$ cat src/rtl/counter_nb_pkg.sv
// Shared definitions for the counter_nb multi-mode counter: mode encodings
// and the unsigned {carry, next} arithmetic used by the next-state logic.
package counter_nb_pkg;

   localparam logic [1:0] MODE_UP   = 2'b00;
   localparam logic [1:0] MODE_DN   = 2'b01;
   localparam logic [1:0] MODE_STEP = 2'b10;
   localparam logic [1:0] MODE_LOAD = 2'b11;

   // Widest counter supported; the arithmetic is carried out at this size
   // and the carry is picked from bit 'width' of the extended result.
   localparam int MAX_W = 32;

   // Returns {carry, next}: bit 32 is the carry/borrow out of a
   // (width+1)-bit unsigned operation, bits [31:0] are the next count
   // masked to 'width' bits. A load never produces a carry.
   function automatic logic [MAX_W:0] calc_next(
      input logic [1:0]       mode,
      input logic [MAX_W-1:0] q,
      input logic [MAX_W-1:0] step,
      input logic [MAX_W-1:0] d,
      input logic [5:0]       width
   );
      logic [MAX_W:0] raw;
      logic [MAX_W:0] mask;
      raw  = '0;
      mask = (33'd1 << width) - 33'd1;
      case (mode)
         MODE_UP:   raw = {1'b0, q} + 33'd1;
         MODE_DN:   raw = {1'b0, q} - 33'd1;
         MODE_STEP: raw = {1'b0, q} + {1'b0, step};
         default:   raw = {1'b0, d};
      endcase
      return {raw[width], raw[MAX_W-1:0] & mask[MAX_W-1:0]};
   endfunction

endpackage

$ cat src/rtl/counter_nb_next.sv
// Combinational next-count and carry/borrow logic for counter_nb.
// With COUNTER_NB_SAT_EN defined the count clamps at its limits instead of
// wrapping, and the carry flags each clamp event.
module counter_nb_next
   import counter_nb_pkg::*;
#(
   parameter int WIDTH = 8,
   parameter int STEP  = 3
) (
   input  logic [1:0]       mode,
   input  logic [WIDTH-1:0] q,
   input  logic [WIDTH-1:0] d,
   output logic [WIDTH-1:0] next_q,
   output logic             carry
);

   localparam logic [5:0] W6 = 6'(WIDTH);

   logic [MAX_W:0] calc;
   logic           unused_calc;

   assign calc        = calc_next(mode, MAX_W'(q), MAX_W'(STEP), MAX_W'(d), W6);
   assign unused_calc = ^calc;

`ifdef COUNTER_NB_SAT_EN
   // Clamp: an overflow lands on all-ones, an underflow lands on zero.
   always_comb begin
      next_q = calc[WIDTH-1:0];
      carry  = calc[MAX_W];
      if (calc[MAX_W]) begin
         if (mode == MODE_DN) next_q = '0;
         else                 next_q = '1;
      end
   end
`else
   // Modulo wrap: the low WIDTH bits are the new count.
   always_comb begin
      next_q = calc[WIDTH-1:0];
      carry  = calc[MAX_W];
   end
`endif

endmodule

$ cat src/rtl/counter_nb.sv
// counter_nb: parametrised multi-mode counter (up 1, down 1, up STEP, load)
// with registered carry/borrow flag, load strobe and a saturating wrap-event
// counter. Optional build macro: COUNTER_NB_SAT_EN (clamp instead of wrap).
module counter_nb
   import counter_nb_pkg::*;
#(
   parameter int WIDTH = 8,
   parameter int STEP  = 3,
   parameter int WRAPW = 4
) (
   input  logic             cnt_clk,
   input  logic             cnt_reset,
   input  logic             cnt_enable,
   input  logic [1:0]       cnt_mode,
   input  logic [WIDTH-1:0] cnt_D,
   output logic [WIDTH-1:0] cnt_Q,
   output logic             cnt_rco,
   output logic             cnt_load,
   output logic [WRAPW-1:0] cnt_wraps
);

   logic [WIDTH-1:0] q_p1;
   logic             rco_p1;
   logic             load_p1;
   logic [WRAPW-1:0] wraps_p1;
   logic [WIDTH-1:0] next_q;
   logic             carry;

   // Saturating +1 for the wrap-event counter.
   function automatic logic [WRAPW-1:0] sat_inc(input logic [WRAPW-1:0] v);
      if (&v) return v;
      return v + WRAPW'(1);
   endfunction

   counter_nb_next #(
      .WIDTH (WIDTH),
      .STEP  (STEP)
   ) u_next (
      .mode   (cnt_mode),
      .q      (q_p1),
      .d      (cnt_D),
      .next_q (next_q),
      .carry  (carry)
   );

   // Output register stage: count, flags and wrap counter update together.
   always_ff @(posedge cnt_clk or negedge cnt_reset) begin
      if (!cnt_reset) begin
         q_p1     <= '0;
         rco_p1   <= 1'b0;
         load_p1  <= 1'b0;
         wraps_p1 <= '0;
      end else if (cnt_enable) begin
         q_p1    <= next_q;
         rco_p1  <= carry;
         load_p1 <= (cnt_mode == MODE_LOAD);
         if (cnt_mode == MODE_LOAD) wraps_p1 <= '0;
         else if (carry)            wraps_p1 <= sat_inc(wraps_p1);
      end else begin
         rco_p1  <= 1'b0;
         load_p1 <= 1'b0;
      end
   end

   assign cnt_Q     = q_p1;
   assign cnt_rco   = rco_p1;
   assign cnt_load  = load_p1;
   assign cnt_wraps = wraps_p1;

endmodule

$ cat config.mk
export PLATFORM = sky130hd
export DESIGN_NAME = counter_nb
export DESIGN_NICKNAME = d
export VERILOG_FILES = /design/src/rtl/counter_nb_pkg.sv /design/src/rtl/counter_nb_next.sv /design/src/rtl/counter_nb.sv
export SDC_FILE = /design/constraint.sdc
export NUM_CORES = 1
export LEC_CHECK = 0
export CAP_MARGIN = 20
export CORE_ASPECT_RATIO = 0.6
export CORE_MARGIN = 3
export CORE_UTILIZATION = 40
export CTS_BUF_LIST = sky130_fd_sc_hd__clkbuf_8
export DETAILED_ROUTE_END_ITERATION = 10
export PLACE_DENSITY = 0.75
export RECOVER_POWER = 50
export SYNTH_ARGS = -nofsm -noshare
export SYNTH_HDL_FRONTEND = slang
export SYNTH_SLANG_ARGS = --single-unit
export TNS_END_PERCENT = 100
$ cat constraint.sdc
create_clock -name cnt_clk -period 2.7 [get_ports cnt_clk]
set_clock_uncertainty 0.1 [all_clocks]
set_input_delay 0.54 -clock cnt_clk [delete_from_list [all_inputs] [get_ports cnt_clk]]
set_output_delay 0.54 -clock cnt_clk [all_outputs]
set_load 0.01 [all_outputs]
==> flow_summary.ini, run 1 <==
[drt]
vias = 1088
wl_per_cell_um = 16.2
firstDrtPassIters = 4
postRouteWirelength_mm = 3.11
drtIter0Drc = 109
viasPerCell = 5.67
drc = 0
ant_nets = 0

[finish]
final_cells = 192
fill_cells = 191
drive_above_1_share = 0.231
nets = 181
fin_util = 0.622
diodes = 0
syn_to_final_growth_pct = 45.4

[job]
cap_violations = 0

[worst_setup_path]
crit_family = buffers and inverters
critPathBufInv = 4
path_cells = dlygate4sd2_1, inv_1, ha_2, buf_4, or4b_4, o22ai_2, a21oi_2, buf_4, xnor2_4, a31oi_2, a211oi_2
start_kind = input port
cp_slowest_cell = or4b_4
cp-end-kind = register
critPathMaxStageDelay_ns = 0.46
cp.arrival_ns = 2.61
crit_type = input port to register
crit_fanout = 4
cp.required_ns = 2.76
critPathMostFrequentCell = buf_4

[cts]
root_buffer = clkbuf_8
clock-sinks = 14
clk_path_buf_depth = 2
cts_max_level = 1
worstSkewPairLatency_ns = 0.25
clk_pin_slew_ns = 0.06
tritoncts = yes
cts_buffers = 3

[timing]
fin_hold_ws_ns = 0.460
final-setup-viol-count = 0
totalNegativeSetupSlack_ns = 0
tightest_slew_ns = 0.664
maxSlewViolCount = 0
rsz0062_at_grt = no
clock.fmax_ghz = 0.392
period_share = 0.945
hold_viol = 0
fin_crit_ns = 2.55
slew_headroom = 0.556

[placed_design]
place_inst = 186
port_buffers = 26
dp_hpwl_mm = 2.32
routabilityCongestion = 0.900

[floorplanning]
io_pins = 27
placementRows = 14
dieArea_mm2 = 0.00342
coreArea_mm2 = 0.00256
start_util = 0.428
die_h_um = 46.5
die_w_um = 73.5

[yosys]
ys_ff_latch = 14
synth.avg_cell_area_um2 = 9.12
synth_warnings = 0
yosysSeqAreaShare = 0.320
synth_top_flop_cell = dfrtp_1
synth_cell_type_count = 44
async_flop_share = 1.00
synth_nets = 140
synth_area_mm2 = 0.00109
synth_edf_count = 0
synth_cells = 120

[power_and_ir_drop]
clockPowerShare = 0.139
power_density_mw_per_mm2 = 950
power.switching_uw = 622
power_uw = 1510
ir_drop_mv = 0.437
power.leakage_uw = 0.000714
power_frac_comb = 0.558
seq_power_share = 0.303
switching_share = 0.411
p_int_uw = 890

[global_route]
busiest_layer = met2
grt.met1_usage = 0.276
grt_pass1_vias = 1046
gr-total-overflow = 0
grt_pass1_wl_mm = 5.13
grt.met2_usage = 0.320
use_met3 = 0.0523
grt_max_degree = 15
antenna_found_initial = 0
grt_usage = 0.201

[run_status]
status = completed

[worst_hold_path]
hold_class = register to register
## synthesized netlist by cell type (all sizes together), types with 4 or more instances
library cell / n / area, um^2
nand2: 12 / 45.0
clkbuf: 5 / 18.8
o22ai: 4 / 31.3
dfrtp: 14 / 350
nor2: 6 / 22.5
o21ai: 6 / 41.3
a21oi: 10 / 53.8
ha: 6 / 75.1
mux2i: 5 / 50.1
inv: 7 / 26.3
xnor2: 5 / 51.3
## path summary, 6_finish.rpt
kind	startpoint	endpoint	slack, ns	depth (start not counted)
max	cnt_mode[1]	cnt_wraps[2]$_DFFE_PN0P_	0.15	11
min	cnt_wraps[1]$_DFFE_PN0P_	cnt_wraps[1]$_DFFE_PN0P_	0.46	1
max reg2reg	cnt_Q[5]$_DFFE_PN0P_	cnt_wraps[2]$_DFFE_PN0P_	0.48	7
min reg2reg	cnt_wraps[1]$_DFFE_PN0P_	cnt_wraps[1]$_DFFE_PN0P_	0.46	1
max in group asynchronous	cnt_reset	cnt_Q[3]$_DFFE_PN0P_	1.41	1
min in group asynchronous	cnt_reset	cnt_load$_DFF_PN0_	0.66	1
## power groups by stage
stage               clock network, uW  logic (uW)  registers (uW)
global placement                    0         756             445
CTS                               210         847             454
finish                            210         844             458
global route                      226         915             481
floorplan                           0         469             422
detailed placement                  0         787             450
## kinds of logic after synthesis
group | synth area share
compound gates | 0.287
xor+xnor | 0.0549
buf+inv | 0.0617
flops | 0.320
simple gates | 0.134
mux | 0.0560
fa+ha+maj | 0.0869
## worst reg2reg max path: cells and delay by family, from the launching register on
kind	cells	cell delay, ns
simple gates	1	0.56
xor+xnor	1	0.20
compound gates	4	0.60
buf+inv	1	0.16
flops	1	0.50
## per-layer routing
metal / share of wire / vias up / wire length [um]
met1: 0.49 / 508 / 1510
met3: 0.073 / 5 / 228
met5: 0 / - / 0
li1: - / 525 / -
met4: 0.0087 / 0 / 27
met2: 0.43 / 50 / 1340
## repair_timing
action | CTS | global route
endpoints found under the hold margin | 0 | 0
endpoints found under the setup margin | 8 | 0
setup buffers | 2 | 0
resized for setup | 13 | 0
hold buffers | 0 | 0
## final cells by class
class	count	area, um^2	area share
multi-input cells	91	727	0.457
repair buffers	44	393	0.247
flip-flops and latches	14	350	0.220
clock buffers	4	55.1	0.0346
well taps	32	40.0	0.0252
inverters	7	26.3	0.0165
## flip-flops by register name, summed over array words and instances (netlist names)
register and count:
cnt_Q 8, cnt_rco 1, cnt_load 1, cnt_wraps 4
## per-stage QoR
stage	area [um^2]	worst slack, ns
floorplan	1090	0.144
global placement	1470	-0.380
detailed placement	1470	-0.453
CTS	1590	0.190
global route	1590	0.0441
finish	1590	0.150
## cell usage in the layout (no fill, tap or decap), types with 5 or more instances in the layout
cell type         n
buf_4            18
dfrtp_1          14
o21ai_0           5
mux2i_1           5
nand2_1          11
ha_1              5
inv_1             7
a21oi_1           8
clkdlybuf4s50_1  18
dlygate4sd3_1     6
nor2_1            6
Note: power is estimated with default switching activity, not from simulation.
==> run 2, diff against run 1 <==
--- a/config.mk
+++ b/config.mk
@@ -11,7 +11,8 @@
 export CORE_UTILIZATION = 40
 export CTS_BUF_LIST = sky130_fd_sc_hd__clkbuf_8
 export DETAILED_ROUTE_END_ITERATION = 10
-export PLACE_DENSITY = 0.75
+export DONT_BUFFER_PORTS = 1
+export PLACE_DENSITY = 0.62
 export RECOVER_POWER = 50
 export SYNTH_ARGS = -nofsm -noshare
 export SYNTH_HDL_FRONTEND = slang
==> flow_summary.ini, run 2 (synthesized netlist as in run 1, its figures left out) <==
[global_route]
grt_pass1_vias = 905
grt_usage = 0.178
grt_pass1_wl_mm = 4.50
grt_max_degree = 16
antenna_found_initial = 0
gr-total-overflow = 0

[finish]
final_area_mm2 = 0.00119
largest_register_ffs = 8
drive_above_1_share = 0.122
nets = 145
syn_to_final_growth_pct = 9.03
diodes = 0
layout_commonest_cell = dfrtp_1
final_cells = 155
final_cell_mix = dfrtp_1 (14), nand2_1 (12), a21oi_1 (9), inv_1 (7)

[worst_setup_path]
crit_fanout = 4
r2r_cells = 7
crit_type = input port to register
cp.arrival_ns = 2.42
start_kind = input port
cp.required_ns = 2.73
cp-end-kind = register
r2r_slack_ns = 0.40
regToRegEndpoint = cnt_Q[6]$_DFFE_PN0P_
regToRegStartpoint = cnt_Q[0]$_DFFE_PN0P_

[power_and_ir_drop]
seq_power_share = 0.361
power_density_mw_per_mm2 = 1000
power.leakage_uw = 0.000538
clockPowerShare = 0.147
power_frac_comb = 0.492
power.switching_uw = 535
ir_drop_mv = 0.372
switching_share = 0.446
p_int_uw = 663

[cts]
cts_buffers = 3
root_buffer = clkbuf_8
worstSkewPairLatency_ns = 0.25
clk_pin_slew_ns = 0.06
cts_max_level = 1
clock-sinks = 14
clk_path_buf_depth = 2
tritoncts = yes
post-cts-setup-buffers = 0

[drt]
ant_nets = 0
viasPerCell = 5.99
drtIter0Drc = 51
vias = 929
postRouteWirelength_mm = 2.63
wl_per_cell_um = 16.9
firstDrtPassIters = 4
drc = 0

[timing]
slew_headroom = 0.534
clock.fmax_ghz = 0.419
fin_hold_ws_ns = 0.266
rsz0062_at_grt = no
period_share = 0.885
maxSlewViolCount = 0
hold_viol = 0
totalNegativeSetupSlack_ns = 0
tightest_slew_ns = 0.697
fin_crit_ns = 2.39
final-setup-viol-count = 0

[floorplanning]
die_w_um = 73.5
io_pins = 27
coreArea_mm2 = 0.00256
placementRows = 14
die_h_um = 46.5
dieArea_mm2 = 0.00342
start_util = 0.428

[placed_design]
routabilityCongestion = 0.849
port_buffers = 0
place_inst = 151
placed_area_mm2 = 0.00115
dp_hpwl_mm = 2.01

[run_status]
status = completed

[worst_hold_path]
whs_endpoint = cnt_Q[1]$_DFFE_PN0P_
hold_start = cnt_enable
hold_class = input port to register
min_delay_path_depth = 1

[job]
cap_violations = 0
run 2: cell type report:
class / count / area, um^2
fillers: 263 / 1360
multi-input cells: 91 / 677
flip-flops and latches: 14 / 350
repair buffers: 8 / 58.8
clock buffers: 3 / 41.3
well taps: 32 / 40.0
inverters: 7 / 26.3
run 2: worst max path at each step:
stage	start	end	slack [ns]
after floorplan	cnt_mode[1]	cnt_Q[6]$_DFFE_PN0P_	0.14
final	cnt_mode[1]	cnt_Q[6]$_DFFE_PN0P_	0.31
after global routing	cnt_mode[1]	cnt_wraps[1]$_DFFE_PN0P_	0.20
after CTS	cnt_mode[1]	cnt_Q[6]$_DFFE_PN0P_	0.31
after global placement	cnt_mode[1]	cnt_Q[6]$_DFFE_PN0P_	0.11
after detailed placement	cnt_mode[1]	cnt_Q[6]$_DFFE_PN0P_	0.06
run 2: worst max-delay path: stages:
cell and delay (ns):
inv_1 0.04, ha_1 0.27, inv_1 0.06, fa_1 0.41
nand2_1 0.13, o21ai_4 0.08, a211o_1 0.31, a32oi_1 0.23
mux2i_1 0.10, a221o_1 0.26
run 2: routing by layer:
| layer | vias up | wire length (um) | track usage |
|---|---|---|---|
| li1 | 455 | - | - |
| met1 | 436 | 1260 | 0.251 |
| met2 | 33 | 1070 | 0.254 |
| met3 | 5 | 258 | 0.0632 |
| met4 | 0 | 31 | 0.0542 |
| met5 | - | 0 | 0 |
run 2: repair_timing:
item | in CTS | in global routing
endpoints found under the hold margin | 14 | 0
gates resized for setup | 0 | 0
hold buffers | 1 | 0
run 2: per-stage QoR:
stage / utilization / worst slack, ns / total power (uW)
detailed placement: 0.448 / 0.0619 / 1020
finish: 0.467 / 0.312 / 1200
global route: 0.467 / 0.199 / 1310
CTS: 0.468 / 0.315 / 1210
global placement: 0.448 / 0.108 / 999
floorplan: - / 0.144 / 891
run 2: power by group through the flow:
stage / combinational, uW / clock [uW] / sequential [uW]
floorplan: 469 / 0 / 422
detailed placement: 585 / 0 / 437
CTS: 594 / 180 / 434
global route: 670 / 190 / 452
global placement: 567 / 0 / 432
finish: 589 / 176 / 433
